<file path="src/rtl/hazard_forward_unit_pkg.sv">
// -----------------------------------------------------------------------------
// hazard_forward_unit_pkg
//   Shared definitions for the hazard / forwarding control block:
//   forwarding-source encodings, the stall FSM state type, the x0 register
//   index and the per-stage source-match helper used by fwd_select.
// -----------------------------------------------------------------------------
package hazard_forward_unit_pkg;

    // Operand-source encodings driven to the EX-stage operand muxes.
    localparam logic [1:0] FWD_RF  = 2'b00;
    localparam logic [1:0] FWD_EX  = 2'b01;
    localparam logic [1:0] FWD_MEM = 2'b10;
    localparam logic [1:0] FWD_WB  = 2'b11;

    // Hard-wired zero register; it is never a forwarding or hazard source.
    localparam logic [4:0] REG_X0 = 5'd0;

    // Stall-sequencing FSM states.
    typedef enum logic [0:0] {
        RUN   = 1'b0,
        STALL = 1'b1
    } hfu_state_e;

    // A pipeline stage supplies a source operand when it writes the register
    // file, targets that register, and the register is not x0.
    function automatic logic stage_match(input logic       rf_enable,
                                         input logic [4:0] rd,
                                         input logic [4:0] src);
        return rf_enable && (rd == src) && (rd != REG_X0);
    endfunction

endpackage : hazard_forward_unit_pkg

</file>
<file path="src/rtl/hazard_forward_unit_fwd_select.sv">
// -----------------------------------------------------------------------------
// fwd_select
//   Purely combinational forwarding-source selector for one EX operand.
//   The youngest producer wins: EX over MEM over WB; no producer selects the
//   register file.
//
// Ports:
//   src_reg        in   5  source register of the ID-stage instruction
//   ex_rd          in   5  EX-stage destination register
//   ex_rf_enable   in   1  EX-stage instruction writes the register file
//   mem_rd         in   5  MEM-stage destination register
//   mem_rf_enable  in   1  MEM-stage instruction writes the register file
//   wb_rd          in   5  WB-stage destination register
//   wb_rf_enable   in   1  WB-stage instruction writes the register file
//   fwd_sel        out  2  selected source (FWD_RF/EX/MEM/WB)
// -----------------------------------------------------------------------------
module fwd_select
    import hazard_forward_unit_pkg::*;
(
    input  logic [4:0] src_reg,
    input  logic [4:0] ex_rd,
    input  logic       ex_rf_enable,
    input  logic [4:0] mem_rd,
    input  logic       mem_rf_enable,
    input  logic [4:0] wb_rd,
    input  logic       wb_rf_enable,
    output logic [1:0] fwd_sel
);

    logic ex_hit_s;
    logic mem_hit_s;
    logic wb_hit_s;

    assign ex_hit_s  = stage_match(ex_rf_enable,  ex_rd,  src_reg);
    assign mem_hit_s = stage_match(mem_rf_enable, mem_rd, src_reg);
    assign wb_hit_s  = stage_match(wb_rf_enable,  wb_rd,  src_reg);

    // Priority encoder: youngest matching stage supplies the operand.
    always_comb begin
        fwd_sel = FWD_RF;
        if (ex_hit_s) begin
            fwd_sel = FWD_EX;
        end else if (mem_hit_s) begin
            fwd_sel = FWD_MEM;
        end else if (wb_hit_s) begin
            fwd_sel = FWD_WB;
        end else begin
            fwd_sel = FWD_RF;
        end
    end

endmodule : fwd_select

</file>
<file path="src/rtl/hazard_forward_unit.sv">
// -----------------------------------------------------------------------------
// hazard_forward_unit
//   Control end of the IF/ID and ID/EX pipeline registers. Generates the PC and
//   IF/ID load enables, the IF/ID flush and the ID/EX bubble, selects operand
//   forwarding sources for EX, and sequences multi-cycle load-use stalls that a
//   taken control transfer in EX can abort.
//
//   Control outputs respond in the same cycle as the hazard / taken inputs;
//   only the stall state and stall counter are held in flops.
//
// Parameters:
//   LOAD_USE_STALLS  bubble cycles per load-use hazard (1..3)
//   CNT_W            width of the optional performance counters
//
// Ports:
//   clk, Reset                       clock, synchronous active-high reset
//   ID_RS1/ID_RS2, ID_Use_RS1/2      ID-stage sources and their use bits
//   EX_RD/EX_RF_Enable/EX_Load_Instr EX-stage producer information
//   MEM_RD/MEM_RF_Enable             MEM-stage producer information
//   WB_RD/WB_RF_Enable               WB-stage producer information
//   EX_Taken                         taken branch / JAL / JALR resolved in EX
//   PC_LE, IF_ID_LE                  load enables
//   IF_Flush, ID_EX_Bubble           IF/ID clear, ID/EX NOP insertion
//   Fwd_A_Sel, Fwd_B_Sel             operand sources (00 RF,01 EX,10 MEM,11 WB)
//   Stall_Active                     FSM is in STALL
//   Stall_Cycles, Flush_Count        saturating counters, only when
//                                    HAZARD_PERF_CNT_EN is defined
// -----------------------------------------------------------------------------
module hazard_forward_unit
    import hazard_forward_unit_pkg::*;
#(
    parameter int LOAD_USE_STALLS = 1,
    parameter int CNT_W           = 32
) (
    input  logic             clk,
    input  logic             Reset,
    input  logic [4:0]       ID_RS1,
    input  logic [4:0]       ID_RS2,
    input  logic             ID_Use_RS1,
    input  logic             ID_Use_RS2,
    input  logic [4:0]       EX_RD,
    input  logic             EX_RF_Enable,
    input  logic             EX_Load_Instr,
    input  logic [4:0]       MEM_RD,
    input  logic             MEM_RF_Enable,
    input  logic [4:0]       WB_RD,
    input  logic             WB_RF_Enable,
    input  logic             EX_Taken,
    output logic             PC_LE,
    output logic             IF_ID_LE,
    output logic             IF_Flush,
    output logic             ID_EX_Bubble,
    output logic [1:0]       Fwd_A_Sel,
    output logic [1:0]       Fwd_B_Sel,
    output logic             Stall_Active
`ifdef HAZARD_PERF_CNT_EN
    ,
    output logic [CNT_W-1:0] Stall_Cycles,
    output logic [CNT_W-1:0] Flush_Count
`endif
);

    // Remaining bubbles after the detection cycle (at most 2).
    localparam logic [1:0] STALL_INIT = 2'(LOAD_USE_STALLS - 1);
    localparam bit         MULTI_STALL = (LOAD_USE_STALLS > 1);

    hfu_state_e state_r;
    logic [1:0] cnt_r;
    logic       hz_s;
    logic [1:0] fwd_a_s;
    logic [1:0] fwd_b_s;

    // ---------------------------------------------------------------- forwarding
    fwd_select u_fwd_a (
        .src_reg       (ID_RS1),
        .ex_rd         (EX_RD),
        .ex_rf_enable  (EX_RF_Enable),
        .mem_rd        (MEM_RD),
        .mem_rf_enable (MEM_RF_Enable),
        .wb_rd         (WB_RD),
        .wb_rf_enable  (WB_RF_Enable),
        .fwd_sel       (fwd_a_s)
    );

    fwd_select u_fwd_b (
        .src_reg       (ID_RS2),
        .ex_rd         (EX_RD),
        .ex_rf_enable  (EX_RF_Enable),
        .mem_rd        (MEM_RD),
        .mem_rf_enable (MEM_RF_Enable),
        .wb_rd         (WB_RD),
        .wb_rf_enable  (WB_RF_Enable),
        .fwd_sel       (fwd_b_s)
    );

    // Forwarding selects are forced to the register file while in reset.
    always_comb begin
        Fwd_A_Sel = FWD_RF;
        Fwd_B_Sel = FWD_RF;
        if (Reset) begin
            Fwd_A_Sel = FWD_RF;
            Fwd_B_Sel = FWD_RF;
        end else begin
            Fwd_A_Sel = fwd_a_s;
            Fwd_B_Sel = fwd_b_s;
        end
    end

    // ------------------------------------------------------- load-use detection
    // Unlike forwarding, the hazard honours the use bits: a load result that the
    // ID instruction does not actually read needs no bubble.
    assign hz_s = EX_Load_Instr && EX_RF_Enable && (EX_RD != REG_X0) &&
                  ((ID_Use_RS1 && (ID_RS1 == EX_RD)) ||
                   (ID_Use_RS2 && (ID_RS2 == EX_RD)));

    // ---------------------------------------------------------------- stall FSM
    // State and bubble counter; a taken transfer always wins over a stall.
    always_ff @(posedge clk) begin
        if (Reset) begin
            state_r <= RUN;
            cnt_r   <= 2'd0;
        end else begin
            case (state_r)
                RUN: begin
                    if (EX_Taken) begin
                        state_r <= RUN;
                        cnt_r   <= 2'd0;
                    end else if (hz_s && MULTI_STALL) begin
                        state_r <= STALL;
                        cnt_r   <= STALL_INIT;
                    end else begin
                        state_r <= RUN;
                        cnt_r   <= 2'd0;
                    end
                end
                STALL: begin
                    if (EX_Taken) begin
                        state_r <= RUN;
                        cnt_r   <= 2'd0;
                    end else if (cnt_r <= 2'd1) begin
                        // Counter reaches zero on this edge: last bubble done.
                        state_r <= RUN;
                        cnt_r   <= 2'd0;
                    end else begin
                        state_r <= STALL;
                        cnt_r   <= cnt_r - 2'd1;
                    end
                end
                default: begin
                    state_r <= RUN;
                    cnt_r   <= 2'd0;
                end
            endcase
        end
    end

    // Pipeline-register controls decoded from state, reset, taken and hazard.
    always_comb begin
        PC_LE        = 1'b1;
        IF_ID_LE     = 1'b1;
        IF_Flush     = 1'b0;
        ID_EX_Bubble = 1'b0;
        Stall_Active = 1'b0;
        if (Reset) begin
            PC_LE        = 1'b0;
            IF_ID_LE     = 1'b0;
            IF_Flush     = 1'b1;
            ID_EX_Bubble = 1'b1;
            Stall_Active = 1'b0;
        end else begin
            case (state_r)
                RUN: begin
                    Stall_Active = 1'b0;
                    if (EX_Taken) begin
                        // Redirect: fetch the target, squash IF/ID and ID/EX.
                        PC_LE        = 1'b1;
                        IF_ID_LE     = 1'b1;
                        IF_Flush     = 1'b1;
                        ID_EX_Bubble = 1'b1;
                    end else if (hz_s) begin
                        PC_LE        = 1'b0;
                        IF_ID_LE     = 1'b0;
                        IF_Flush     = 1'b0;
                        ID_EX_Bubble = 1'b1;
                    end else begin
                        PC_LE        = 1'b1;
                        IF_ID_LE     = 1'b1;
                        IF_Flush     = 1'b0;
                        ID_EX_Bubble = 1'b0;
                    end
                end
                STALL: begin
                    Stall_Active = 1'b1;
                    if (EX_Taken) begin
                        PC_LE        = 1'b1;
                        IF_ID_LE     = 1'b1;
                        IF_Flush     = 1'b1;
                        ID_EX_Bubble = 1'b1;
                    end else begin
                        PC_LE        = 1'b0;
                        IF_ID_LE     = 1'b0;
                        IF_Flush     = 1'b0;
                        ID_EX_Bubble = 1'b1;
                    end
                end
                default: begin
                    PC_LE        = 1'b0;
                    IF_ID_LE     = 1'b0;
                    IF_Flush     = 1'b1;
                    ID_EX_Bubble = 1'b1;
                    Stall_Active = 1'b0;
                end
            endcase
        end
    end

`ifdef HAZARD_PERF_CNT_EN
    // ------------------------------------------------------ performance counters
    localparam logic [CNT_W-1:0] CNT_MAX = {CNT_W{1'b1}};
    localparam logic [CNT_W-1:0] CNT_ONE = {{(CNT_W-1){1'b0}}, 1'b1};

    logic [CNT_W-1:0] stall_cycles_r;
    logic [CNT_W-1:0] flush_count_r;

    // Saturating event counters for frozen-PC cycles and flush cycles.
    always_ff @(posedge clk) begin
        if (Reset) begin
            stall_cycles_r <= {CNT_W{1'b0}};
            flush_count_r  <= {CNT_W{1'b0}};
        end else begin
            if (!PC_LE && (stall_cycles_r != CNT_MAX)) begin
                stall_cycles_r <= stall_cycles_r + CNT_ONE;
            end else begin
                stall_cycles_r <= stall_cycles_r;
            end
            if (IF_Flush && (flush_count_r != CNT_MAX)) begin
                flush_count_r <= flush_count_r + CNT_ONE;
            end else begin
                flush_count_r <= flush_count_r;
            end
        end
    end

    assign Stall_Cycles = stall_cycles_r;
    assign Flush_Count  = flush_count_r;
`endif

endmodule : hazard_forward_unit

</file>
<file path="config.mk">
export PLATFORM = sky130hd
export DESIGN_NAME = hazard_forward_unit
export DESIGN_NICKNAME = d
export VERILOG_FILES = /design/src/rtl/hazard_forward_unit_pkg.sv /design/src/rtl/hazard_forward_unit_fwd_select.sv /design/src/rtl/hazard_forward_unit.sv
export SDC_FILE = /design/constraint.sdc
export NUM_CORES = 1
export LEC_CHECK = 0
export CAP_MARGIN = 20
export CELL_PAD_IN_SITES_DETAIL_PLACEMENT = 1
export CELL_PAD_IN_SITES_GLOBAL_PLACEMENT = 1
export CORE_MARGIN = 4
export CORE_UTILIZATION = 24
export DETAILED_ROUTE_END_ITERATION = 8
export MAX_ROUTING_LAYER = met4
export PLACE_DENSITY = 0.93
export SKIP_LAST_GASP = 1
export SLEW_MARGIN = 10
export SYNTH_ARGS = -nofsm -noshare
export SYNTH_HDL_FRONTEND = slang
export SYNTH_SLANG_ARGS = --single-unit
</file>
<file path="constraint.sdc">
create_clock -name clk -period 3.8 [get_ports clk]
set_input_delay 0.57 -clock clk [delete_from_list [all_inputs] [get_ports clk]]
set_output_delay 0.57 -clock clk [all_outputs]
set_load 0.02 [all_outputs]
</file>
==> Implementation_results.wiki, run 1 <==
{| class="wikitable"
! Metric !! Value
|-
| Result of the run || finished, final reports clean
|-
| GRT Residual Overflow || 0
|-
| Area overhead of the layout relative to synthesis || 78.6%
|-
| Critical-path maximum fanout || 3
|-
| Post-CTS Setup Inserts || 0
|-
| Root Buffer || sky130_fd_sc_hd__clkbuf_4
|-
| Category of the most critical setup path || input pin to primary output
|-
| Hold WS || 468 ps
|-
| Mean Syn Cell Area || 7.63 sq um
|-
| Initial drt markers || 8
|-
| Routed wire length on met2 || 1.37 mm
|-
| Setup repair after global routing missed its margin || no
|-
| Seq/Total Area, Yosys || 9.96%
|-
| P per Cell Area || 175 mW/mm^2
|-
| Wire length on met3 || 120 um
|-
| Leakage || 0.366 nW
|-
| Final antenna diode count || 0
|-
| Final Critical Period || 3430 ps
|-
| Max_cap viols || 0
|-
| Number of endpoints failing setup at the final stage || 0
|-
| Core region area || 0.00230 sq mm
|-
| Number of buffer cells added on primary ports || 42
|-
| Total routed wire length on the met1 layer || 976 um
|-
| Vert. Die Dim || 58.1 um
|-
| Top cells by area, synth || sky130_fd_sc_hd__xnor2_1 30%, sky130_fd_sc_hd__xor2_1 13%, sky130_fd_sc_hd__dfxtp_1 10%
|-
| Post-Route Utilization || 46.9%
|-
| Clock transition at the registers of the reported paths || 40 ps
|-
| Antenna violations before repair || 0
|-
| Area share of the largest cell type after synthesis || 30.5%
|-
| Count of different cell masters after synthesis || 24
|-
| Placed cell areas || 0.00105 sq mm
|-
| Largest buffer count on any clock path || 2
|-
| Count of boundary I/O pins || 43
|-
| Net Count, Synth || 115
|-
| Hold violation total from the final report || 0
|-
| Area of the die || 0.00338 sq mm
|-
| Period Utilization, post-route || 90.2%
|-
| Least-Margin Pin Slew || 395 ps
|-
| Proportion of synthesized flip-flops having asynchronous set or reset || 0%
|-
| Resized cells post-CTS || 0
|-
| Synth warnings || 0
|-
| Final estimated routing congestion in global placement || 0.886
|-
| Vias in the first global route || 882
|-
| Via total after detailed routing || 731
|-
| Fillers || 290
|-
| Final WL || 2.47 mm
|-
| Later-pin clock latency in the skew report || 230 ps
|-
| Post-synthesis cell count || 79
|-
| EDFF count, synth || 0
|-
| CTS H-Tree Depth || 1
|-
| Post-synth top flop || sky130_fd_sc_hd__dfxtp_1
|-
| Mapped cell area || 603 sq um
|-
| Detailed-routing iteration count for the pre-antenna-repair pass || 4
|-
| Remaining antenna violation count after routing || 0
|-
| TritonCTS clock tree || done
|-
| Fraction of layout instances using a drive strength above 1 || 4.84%
|-
| Required time of the critical path || 3230 ps
|-
| Final Instance Area || 0.00108 sq mm
|-
| Crit path arrival time || 2860 ps
|-
| Initial core utilization || 26.3%
|-
| Number of design rule violations left after detail routing || 0
|-
| Slew HR || 73.5%
|-
| Inserted Clock Buffers || 3
|-
| Fin Clk Skew || 0.996 ps
|-
| Routed length per instance || 16.2 um
|-
| Horizontal die dimension || 58.1 um
|-
| Endpoint class of the critical path || primary output
|-
| Sinks on the clock net || 3
|-
| HPWL Detailed || 2.13 mm
|-
| Class of the tightest hold or removal check || register to register
|-
| Top cells by count, synth || 21 x sky130_fd_sc_hd__xnor2_1, 9 x sky130_fd_sc_hd__xor2_1, 6 x sky130_fd_sc_hd__nor2_1, 5 x sky130_fd_sc_hd__nand4_1, 5 x sky130_fd_sc_hd__or4_1
|-
| Synthesized flop and latch total || 3
|-
| Tot GR Track Use || 16.5%
|-
| Max Freq || 292 MHz
|-
| Most instantiated library cell after synthesis || sky130_fd_sc_hd__xnor2_1
|-
| Setup TNS || 0 ps
|-
| Largest net degree at the start of global routing || 8
|-
| Num rows || 17
|-
| Post-synthesis cell type with the largest combined area || sky130_fd_sc_hd__xnor2_1
|-
| Wire length of the first global-routing pass || 4.13 mm
|-
| Worst voltage drop across the vdd grid || 212 uV
|-
| Uppermost routed layer || met3
|-
| Count of hold-fix buffers inserted at cts || 0
|-
| Worst setup SP type || input pin
|-
| Via count normalized by instance count || 4.81
|-
| NumNets Final || 161
|-
| Number of pins with negative max-slew slack in the final report || 0
|}
-- report_power, final --
group          total (mW)  leakage (nW)  switching (mW)  internal (mW)
registers          0.0317        0.0241               0         0.0317
clock network      0.0563        0.0150          0.0169         0.0394
logic               0.100         0.327          0.0424         0.0577
total               0.188         0.366          0.0593          0.129
-- per-layer routing --
layer / GRT usage (%) / vias up
li1: - / 366
met5: - / -
met2: 31.1 / 26
met1: 17.4 / 339
met4: 2.32 / 0
met3: 4.45 / 0
-- through the flow --
| stage | power, mW | worst slack (ps) | instances |
|---|---|---|---|
| 4_1_cts | 0.191 | 352 | 152 |
| 5_1_grt | 0.206 | 259 | 152 |
| 3_3_place_gp | 0.128 | 438 | 148 |
| 6_report | 0.188 | 372 | 152 |
| 3_5_place_dp | 0.132 | 371 | 148 |
| 2_1_floorplan | 0.0720 | 1290 | 79 |
-- worst max-delay path: stages --
cell                              delay (ps)
sky130_fd_sc_hd__clkdlybuf4s50_1         570
sky130_fd_sc_hd__or4_1                   150
sky130_fd_sc_hd__nor2_1                   50
sky130_fd_sc_hd__or4_1                   560
sky130_fd_sc_hd__nor2b_1                 150
sky130_fd_sc_hd__nor3_1                  170
sky130_fd_sc_hd__clkdlybuf4s50_1         640
-- path summary, 6_finish.rpt --
path / start / to / slack (ps) / depth (start not counted)
setup reg to reg: cnt_r[1]$_SDFF_PP0_ / cnt_r[0]$_SDFF_PP0_ / 2530 / 5
setup / recovery: MEM_RD[1] / Fwd_A_Sel[1] / 370 / 7
hold / removal: cnt_r[0]$_SDFF_PP0_ / cnt_r[0]$_SDFF_PP0_ / 470 / 1
hold reg to reg: cnt_r[0]$_SDFF_PP0_ / cnt_r[0]$_SDFF_PP0_ / 470 / 1
-- registers in the layout, indices dropped and copies added (netlist names) --
signal,flops
state_r,1
cnt_r,2
-- cells by family (layout without fill, tap and decap cells) --
group	Yosys count	after routing	share of synthesized area (%)
buffers and inverters	5	50	3.73
adders and majority gates	2	2	4.15
DFF	3	3	9.96
AOI/OAI and AO/OA	6	6	7.26
and+or+nand+nor	33	33	31.3
xor gates and xnor gates	30	30	43.6
-- final cells by class --
| type | instances | area [sq um] | area share (%) |
|---|---|---|---|
| Inverter | 4 | 15.0 | 1.39 |
| Multi-Input combinational cell | 71 | 520 | 48.3 |
| Clock buffer | 4 | 26.3 | 2.44 |
| Timing Repair Buffer | 42 | 420 | 39.0 |
| Sequential cell | 3 | 60.1 | 5.57 |
| Tap cell | 28 | 35.0 | 3.25 |
-- layout by cell type (no fill, tap or decap), drive strengths merged, types with 2 or more instances in the layout --
cell	netlist	routed
nor2b	3	3
or4	5	5
xnor2	21	21
nor3	4	4
clkdlybuf4s50	0	42
a21oi	2	2
inv	4	4
nand4	5	5
nand3	2	2
nor4	2	2
clkbuf	0	4
dfxtp	3	3
nor2	6	6
ha	2	2
xor2	9	9
nand2b	2	2
Note: power is estimated with default switching activity, not from simulation.
==> run 2, diff against run 1 <==
- PLACE_DENSITY: 0.93 -> unset
- PLACE_DENSITY_LB_ADDON: unset -> 0.1
==> run 2 against run 1 <==
Global-route usage is 1.9 points lower. Register-to-register slack improved by 210 ps. Maximum frequency increased by 1.4%. Sequential share of layout area did not move. Power shrank 1.6%. Final cell count stayed put. Core utilization unchanged. Worst setup slack improved by 48 ps. Critical endpoint unchanged. Largest power group unchanged.
==> Implementation_results.wiki, run 2 (synthesis results as in run 1) <==
{| class="wikitable"
! Metric !! Value
|-
| Post-layout power || 0.185 mW (-1.6%)
|-
| Result of the run || finished, final reports clean
|-
| Area of the multi-input gates || 520 sq um (unchanged)
|-
| Wire length of the first global-routing pass || 3.78 mm (-8.4%)
|-
| Post-Route Utilization || 46.9% (unchanged)
|-
| Most common cell after layout, fill and taps aside || sky130_fd_sc_hd__clkdlybuf4s50_1
|-
| HPWL Detailed || 2.06 mm (-3.4%)
|-
| Clock transition at the registers of the reported paths || 30 ps (about the same)
|-
| Crit path arrival time || 2810 ps (-50 ps)
|-
| Flip-flop count of the largest register, all copies and words added || 2 (unchanged)
|-
| TritonCTS clock tree || done
|-
| Final WL || 2.27 mm (-8.0%)
|-
| Worst voltage drop across the vdd grid || 212 uV (-0.34%)
|-
| CTS H-Tree Depth || 1 (unchanged)
|-
| Largest registers ranked by flip-flop count || cnt_r x2, state_r x1
|-
| Count of hold-fix buffers inserted at cts || 0 (unchanged)
|-
| Cell Count Post-Placement || 148 (unchanged)
|-
| Post-CTS Setup Inserts || 0 (unchanged)
|-
| Period Utilization, post-route || 88.9% (-1.3 points)
|-
| Class of the tightest hold or removal check || register to register
|-
| Resized cells post-CTS || 0 (unchanged)
|-
| Vert. Die Dim || 58.1 um (unchanged)
|-
| Count of buffering cells on the critical path with inverters included || 2 (unchanged)
|-
| Remaining antenna violation count after routing || 0 (unchanged)
|-
| Hold violation total from the final report || 0 (unchanged)
|-
| Inserted Clock Buffers || 3 (unchanged)
|-
| Via count normalized by instance count || 4.77 (-0.82%)
|-
| Least-Margin Pin Slew || 367 ps (-27.2 ps)
|-
| Vias in the first global route || 805 (-8.7%)
|-
| Final antenna diode count || 0 (unchanged)
|-
| Category of the most critical setup path || input pin to primary output
|-
| Tot GR Track Use || 14.6% (-1.9 points)
|-
| Slew HR || 75.3% (+1.8 points)
|-
| Setup TNS || 0 ps (unchanged)
|-
| Setup repair after global routing missed its margin || no
|-
| Largest buffer count on any clock path || 2 (unchanged)
|-
| Most frequent cells in the layout || 42 x sky130_fd_sc_hd__clkdlybuf4s50_1, 21 x sky130_fd_sc_hd__xnor2_1, 9 x sky130_fd_sc_hd__xor2_1, 6 x sky130_fd_sc_hd__nor2_1
|-
| Final Instance Area || 0.00108 sq mm (unchanged)
|-
| CP cell instances || clkdlybuf4s50_1, xnor2_1, nand4_1, or4_1, nor2b_1, nor3_1, clkdlybuf4s50_1
|-
| Number of non-filler instances in the completed layout || 152 (unchanged)
|-
| Count of boundary I/O pins || 43 (unchanged)
|-
| Antenna violations before repair || 0 (unchanged)
|-
| Detailed-routing iteration count for the pre-antenna-repair pass || 2 (-2)
|-
| Critical-path maximum fanout || 3 (unchanged)
|-
| Later-pin clock latency in the skew report || 230 ps (about the same)
|-
| Largest register by flop count || cnt_r
|-
| Fillers || 283 (-2.4%)
|-
| Leakage || 0.366 nW (unchanged)
|-
| Routed length per instance || 14.9 um (-8.0%)
|-
| Hold WS || 460 ps (-8.21 ps)
|-
| Endpoint class of the critical path || primary output
|-
| Number of pins with negative max-slew slack in the final report || 0 (unchanged)
|-
| Number of endpoints failing setup at the final stage || 0 (unchanged)
|-
| Worst setup SP type || input pin
|-
| Crit path setup slack, layout || 421 ps (+48.4 ps)
|-
| Slowest CP cell || sky130_fd_sc_hd__clkdlybuf4s50_1
|-
| Required time of the critical path || 3230 ps (about the same)
|-
| Most used cell along the critical path || sky130_fd_sc_hd__clkdlybuf4s50_1
|-
| Placed cell areas || 0.00105 sq mm (unchanged)
|-
| Largest net degree at the start of global routing || 8 (unchanged)
|-
| Area of the die || 0.00338 sq mm (unchanged)
|-
| Fraction of layout instances using a drive strength above 1 || 4.84% (unchanged)
|-
| Horizontal die dimension || 58.1 um (unchanged)
|-
| Initial core utilization || 26.3% (unchanged)
|-
| Top cell family by delay on the critical path || buffers and inverters
|-
| P per Cell Area || 172 mW/mm^2 (-1.6%)
|-
| Num rows || 17 (unchanged)
|-
| Area overhead of the layout relative to synthesis || 78.6% (unchanged)
|-
| Core region area || 0.00230 sq mm (unchanged)
|-
| Final Critical Period || 3380 ps (-48.4 ps)
|-
| Post-Place Worst Slack || 396 ps (+25.1 ps)
|-
| Number of buffer cells added on primary ports || 42 (unchanged)
|-
| Fin Clk Skew || 0.166 ps (-0.830 ps)
|-
| Number of design rule violations left after detail routing || 0 (unchanged)
|-
| Final estimated routing congestion in global placement || 0.850 (-4.1%)
|-
| FF+latch area || 60.1 sq um (unchanged)
|-
| Initial drt markers || 11 (+3)
|-
| Root Buffer || sky130_fd_sc_hd__clkbuf_4
|-
| Peak per-stage delay on the critical path || 640 ps (about the same)
|-
| Max Freq || 296 MHz (+1.4%)
|-
| GRT Residual Overflow || 0 (unchanged)
|-
| Sinks on the clock net || 3 (unchanged)
|-
| Via total after detailed routing || 725 (-0.82%)
|-
| NumNets Final || 161 (unchanged)
|-
| Max_cap viols || 0 (unchanged)
|}
run 2: cell counts in the layout (fill, tap and decap cells not counted):
No cell type changed its count.
run 2: layer usage:
metal | track usage, % | wire [um] | vias to the layer above
li1 | - | - | 364
met3 | 3.79 | 125 | 0
met5 | - | 0 | -
met4 | 0.993 | 0 | 0
met1 | 17.4 | 967 | 341
met2 | 25.8 | 1180 | 20
run 2: final timing paths:
kind / endpoint / start / slack, ps / cells after the start
max reg2reg: cnt_r[0]$_SDFF_PP0_ / cnt_r[1]$_SDFF_PP0_ / 2740 / 5
max: Fwd_A_Sel[1] / ID_RS1[0] / 420 / 7
min: cnt_r[0]$_SDFF_PP0_ / cnt_r[0]$_SDFF_PP0_ / 460 / 1
min reg2reg: cnt_r[0]$_SDFF_PP0_ / cnt_r[0]$_SDFF_PP0_ / 460 / 1
run 2: area by class of cell:
class / count / area share, %
multi-input cells: 71 / 48.3
repair buffers: 42 / 39.0
flip-flops and latches: 3 / 5.57
well taps: 28 / 3.25
clock buffers: 4 / 2.44
inverters: 4 / 1.39
run 2: worst reg2reg max path: stages, from the launching register on:
cell	delay [ps]
sky130_fd_sc_hd__dfxtp_1	310
sky130_fd_sc_hd__inv_1	60
sky130_fd_sc_hd__ha_1	180
sky130_fd_sc_hd__nor3b_1	240
sky130_fd_sc_hd__nand2b_1	110
sky130_fd_sc_hd__nor2_1	100
run 2: power breakdown:
| part | total [mW] | leakage [nW] | internal [mW] | switching (mW) |
|---|---|---|---|---|
| Clock | 0.0544 | 0.0150 | 0.0393 | 0.0152 |
| Sequential | 0.0317 | 0.0241 | 0.0317 | 0 |
| Combinational | 0.0991 | 0.327 | 0.0577 | 0.0414 |
| Total | 0.185 | 0.366 | 0.129 | 0.0565 |
